### src/rtl/decoder_scan_nto2n.sv
// N-to-2^N registered line decoder with enable, polarity select and an
// autonomous scan mode that walks the active line with dwell and blanking.
module decoder_scan_nto2n #(
  parameter int N          = 2,
  parameter int DWELL      = 4,
  parameter int BLANK      = 1,
  parameter int ACTIVE_LOW = 0
) (
  input  logic             Clk,
  input  logic             Rst,
  input  logic             En,
  input  logic             Mode,
  input  logic [N-1:0]     Sel,
  output logic [2**N-1:0]  O,
  output logic [N-1:0]     Idx,
  output logic             Step
);

  localparam int L  = 2**N;
  localparam int CW = $clog2(DWELL + BLANK + 1);

  typedef enum logic [1:0] {
    IDLE,
    DIRECT,
    SCAN_ON,
    SCAN_BLANK
  } state_e;

  state_e          state_q, state_d;
  logic [L-1:0]    o_q, o_d;
  logic [N-1:0]    idx_q, idx_d;
  logic [CW-1:0]   cnt_q, cnt_d;
  logic            step_q, step_d;
  logic [N-1:0]    nxt;
  logic            adv;

  // Polarity is folded in before the flop so O comes straight from a register.
  function automatic logic [L-1:0] lines(
    input logic         act,
    input logic [N-1:0] k
  );
    logic [L-1:0] v;
    v = act ? (L'(1) << k) : '0;
    return (ACTIVE_LOW != 0) ? ~v : v;
  endfunction

  always_comb begin
    state_d = state_q;
    o_d     = o_q;
    idx_d   = idx_q;
    cnt_d   = cnt_q;
    step_d  = 1'b0;
    adv     = 1'b0;
    nxt     = idx_q + N'(1);
    if (!En) begin
      state_d = IDLE;
      o_d     = lines(1'b0, idx_q);
    end else if (!Mode) begin
      state_d = DIRECT;
      o_d     = lines(1'b1, Sel);
      idx_d   = Sel;
    end else begin
      unique case (state_q)
        SCAN_ON: begin
          if (int'(cnt_q) >= DWELL - 1) begin
            if (BLANK > 0) begin
              state_d = SCAN_BLANK;
              o_d     = lines(1'b0, idx_q);
              cnt_d   = '0;
            end else begin
              adv = 1'b1;
            end
          end else begin
            cnt_d = cnt_q + CW'(1);
          end
        end
        SCAN_BLANK: begin
          if (int'(cnt_q) >= BLANK - 1) adv = 1'b1;
          else cnt_d = cnt_q + CW'(1);
        end
        default: begin
          state_d = SCAN_ON;
          o_d     = lines(1'b1, idx_q);
          cnt_d   = '0;
        end
      endcase
      if (adv) begin
        state_d = SCAN_ON;
        idx_d   = nxt;
        o_d     = lines(1'b1, nxt);
        step_d  = 1'b1;
        cnt_d   = '0;
      end
    end
  end

  always_ff @(posedge Clk) begin
    if (Rst) begin
      state_q <= IDLE;
      o_q     <= lines(1'b0, '0);
      idx_q   <= '0;
      cnt_q   <= '0;
      step_q  <= 1'b0;
    end else begin
      state_q <= state_d;
      o_q     <= o_d;
      idx_q   <= idx_d;
      cnt_q   <= cnt_d;
      step_q  <= step_d;
    end
  end

  assign O    = o_q;
  assign Idx  = idx_q;
  assign Step = step_q;

endmodule
### config.mk
export PLATFORM = sky130hd
export DESIGN_NAME = decoder_scan_nto2n
export DESIGN_NICKNAME = d
export VERILOG_FILES = /design/src/rtl/decoder_scan_nto2n.sv
export SDC_FILE = /design/constraint.sdc
export NUM_CORES = 1
export LEC_CHECK = 0
export CAP_MARGIN = 40
export CORE_UTILIZATION = 43
export CTS_BUF_LIST = sky130_fd_sc_hd__clkbuf_16
export CTS_CLUSTER_DIAMETER = 60
export DETAILED_ROUTE_END_ITERATION = 6
export GPL_TIMING_DRIVEN = 0
export PLACE_DENSITY = 0.67
export SYNTH_ARGS = -nofsm -noshare
export SYNTH_HDL_FRONTEND = slang
export SYNTH_SLANG_ARGS = --single-unit
### constraint.sdc
create_clock -name Clk -period 4.27 [get_ports Clk]
set_clock_uncertainty 0.15 [all_clocks]
set_input_delay 0.427 -clock Clk [delete_from_list [all_inputs] [get_ports Clk]]
set_output_delay 0.427 -clock Clk [all_outputs]
set_load 0.02 [all_outputs]
==> run metrics, run 1 <==
outcome complete, no violations; clk sinks 12; RSZ-0062 raised after global routing no; clock root buffer clkbuf_16; dpl hpwl approximately 1100 um; H-tree lvl count 1; WP data arrival 1340 ps; diode count 0; final hold viol count 0; Leak about 0.42 nW; Clk Latency, worst-skew pair around 240 ps; All-Layer GR Usage 19.4%; CTS tree done; io pins 13; part of the power in registers ~36%; dominant cell type by area after synthesis dfxtp_1; Peak VDD IR 0.000154 V; Starting Density roughly half; Final #Nets ~120; part of the power in combinational logic 12.3%; Max Freq approximately 520 MHz; Port Buffers 11; sequential cell area between 200 and 250 um2; Mapped Area about 770 um2; Setup Fix Bufs, Post-CTS 0; area delta synth->final 28.5%; antenna violations before repair 0; design area about 1000 um2; Area after DPL approximately 910 um2; Post-synth EDFFs 0; CP max FO 7; Tightest Pin Transition 281 ps; vias per cell a little over 5; Cell variety after synth 31; cell family with most CP delay buffers and inverters; vias post-DR 628; maxcap violations 0; Cell Int Power about 0.00026 W; Setup TNS 0 ps; Multi-input gate area roughly 480 um2; die area between 1500 and 2000 um2; warnings from Yosys 0; number of gates resized after CTS 0; Reg clk slew, reported paths 40 ps; WL final between 1000 and 1500 um; layout cell share with drive strength beyond 1 around 15%; Clock Power Share around half; cell count after synthesis 84; overflow left after global routing 0; CP endpoint kind output port; final setup violation count 0; Fillers ~140; Commonest cells post-synth dfxtp_1, ha_1, a21oi_1; Final Max Tran Viols 0; DRT Pass-1 Iters 4; routed length per instance about 12 um; CTS Hold Bufs 0; DRC 0; most frequent cell after synthesis dfxtp_1; kind of critical path flip-flop to output port; Pwr Density 337 nW/um2; DIE WIDTH ~44 um; CP max-delay cell clkdlybuf4s50_1; Rows 14; Net Switching approximately 0.000075 W; critical path startpoint category flip-flop; top_reg_cell synth dfxtp_1; Num CTS Buffers 3; synth top area cells dfxtp_1, ha_1, a311oi_2; core area 1590 um2; antenna-violating nets left 0; Final period util roughly 45%; initial DRC count 4; Mapped Avg Cell Area roughly 9.2 um2; global-route wire length before repair roughly 2700 um; Post-synth ARST share 0%; crit-path max cell delay between 600 and 700 ps; CP cell instances clkdlybuf4s50_1; required time of the critical path approximately 3700 ps; largest net degree at the start of global routing 11; Routability Congestion ~0.78; syn nets 100; Max Root-Sink Buffers 2; number of synthesized register bits 12; worst path buffer plus inverter count 1; number of global-route vias before repair approximately 600; Worst Hold Class flip-flop to flip-flop; post-synthesis sequential area ratio a little under a third; Synth top area share a little under a third; switching power share of the total between 20% and 30%; worst relative slew slack between 80 and 90%; crit path time final approximately 1900 ps; Die Y approximately 44 um
## metal layers
layer,up-vias,global-route usage [%],wire (um)
met5,-,0,0
met4,0,10.9,39
met3,5,6.12,60
met2,13,27.9,645
met1,277,25.6,744
li1,333,-,-
## power groups by stage
stage,clock network (W),registers [W],logic (W)
after CTS,0.000174,0.000121,0.0000410
after global routing,0.000179,0.000122,0.0000451
after detailed placement,0,0.000123,0.0000408
after global placement,0,0.000123,0.0000402
final,0.000171,0.000121,0.0000408
after floorplan,0,0.000125,0.0000221
## layout by cell type (no fill, tap or decap), drive strengths merged
| cell | instances |
|---|---|
| buf | 4 |
| a21o | 1 |
| nand2 | 5 |
| and4bb | 1 |
| dfxtp | 12 |
| nor3 | 3 |
| nand3b | 1 |
| a31oi | 1 |
| nand4bb | 1 |
| and3 | 5 |
| or3 | 1 |
| or2 | 1 |
| mux2i | 1 |
| a21oi | 7 |
| a21bo | 1 |
| o21bai | 1 |
| nand2b | 1 |
| a311oi | 5 |
| inv | 6 |
| o31ai | 3 |
| o21ai | 4 |
| clkbuf | 3 |
| nor2 | 1 |
| nand3 | 3 |
| clkdlybuf4s50 | 11 |
| ha | 10 |
| nor2b | 5 |
| clkinv | 1 |
## flip-flops by register name (all words and copies together), names as in the netlist
| signal | count |
|---|---|
| cnt_q | 3 |
| state_q | 2 |
| O | 4 |
| Idx | 2 |
| Step | 1 |
## stage by stage
step	utilization, %	hold slack [ps]	power, W	setup WS (ps)	instances
floorplan	-	314	0.000147	2720	84
global placement	57.1	307	0.000163	2260	119
detailed placement	57.1	317	0.000164	2290	119
CTS	62.0	323	0.000336	2340	123
global route	62.0	341	0.000346	2290	123
finish	62.0	320	0.000333	2350	123
## cell families after synthesis
group,Yosys count,synth area share [%]
fa+ha+maj,10,16.3
compound gates,23,23.6
mux,1,1.30
simple gates,28,21.8
flops,12,31.2
buf+inv,10,5.85
## layout make-up
| cell class | instances | area share (%) |
|---|---|---|
| multi-input combinational | 62 | 49.0 |
| timing repair buffer | 11 | 11.1 |
| tap | 24 | 3.04 |
| clock inverter | 1 | 0.380 |
| sequential | 12 | 24.3 |
| inverter | 6 | 2.28 |
| clock buffer | 3 | 7.59 |
| buffer | 4 | 2.28 |
## final timing paths
| kind | cells past startpoint | slack, ps | endpoint | startpoint |
|---|---|---|---|---|
| max | 1 | 2350 | Idx[0] | Idx[0] |
| min | 2 | 320 | O[0] | O[0] |
| max reg2reg | 5 | 2710 | O[1] | Idx[0] |
| min reg2reg | 2 | 320 | O[0] | O[0] |
No activity file was read; power rests on OpenSTA's default activity.
==> run 2: changes to the inputs <==
==> constraint.sdc (replaced) <==
create_clock -name Clk -period 2 [get_ports Clk]
set_clock_uncertainty 0.15 [all_clocks]
set_input_delay 0.2 -clock Clk [delete_from_list [all_inputs] [get_ports Clk]]
set_output_delay 0.2 -clock Clk [all_outputs]
set_load 0.02 [all_outputs]
==> results of run 2 <==
Same layout as run 1 (identical final DEF). Status: complete, no violations.
Among the figures that moved: setup slack after placement 2290 ps -> 251 ps; setup slack after layout 2350 ps -> 309 ps; hold slack 320 ps -> 113 ps; register-to-register setup slack 2710 ps -> 440 ps; end point of the worst hold path O[0] -> Idx[0]; total power 0.000333 W -> 0.000711 W; worst IR drop on VDD 0.000154 V -> 0.000329 V
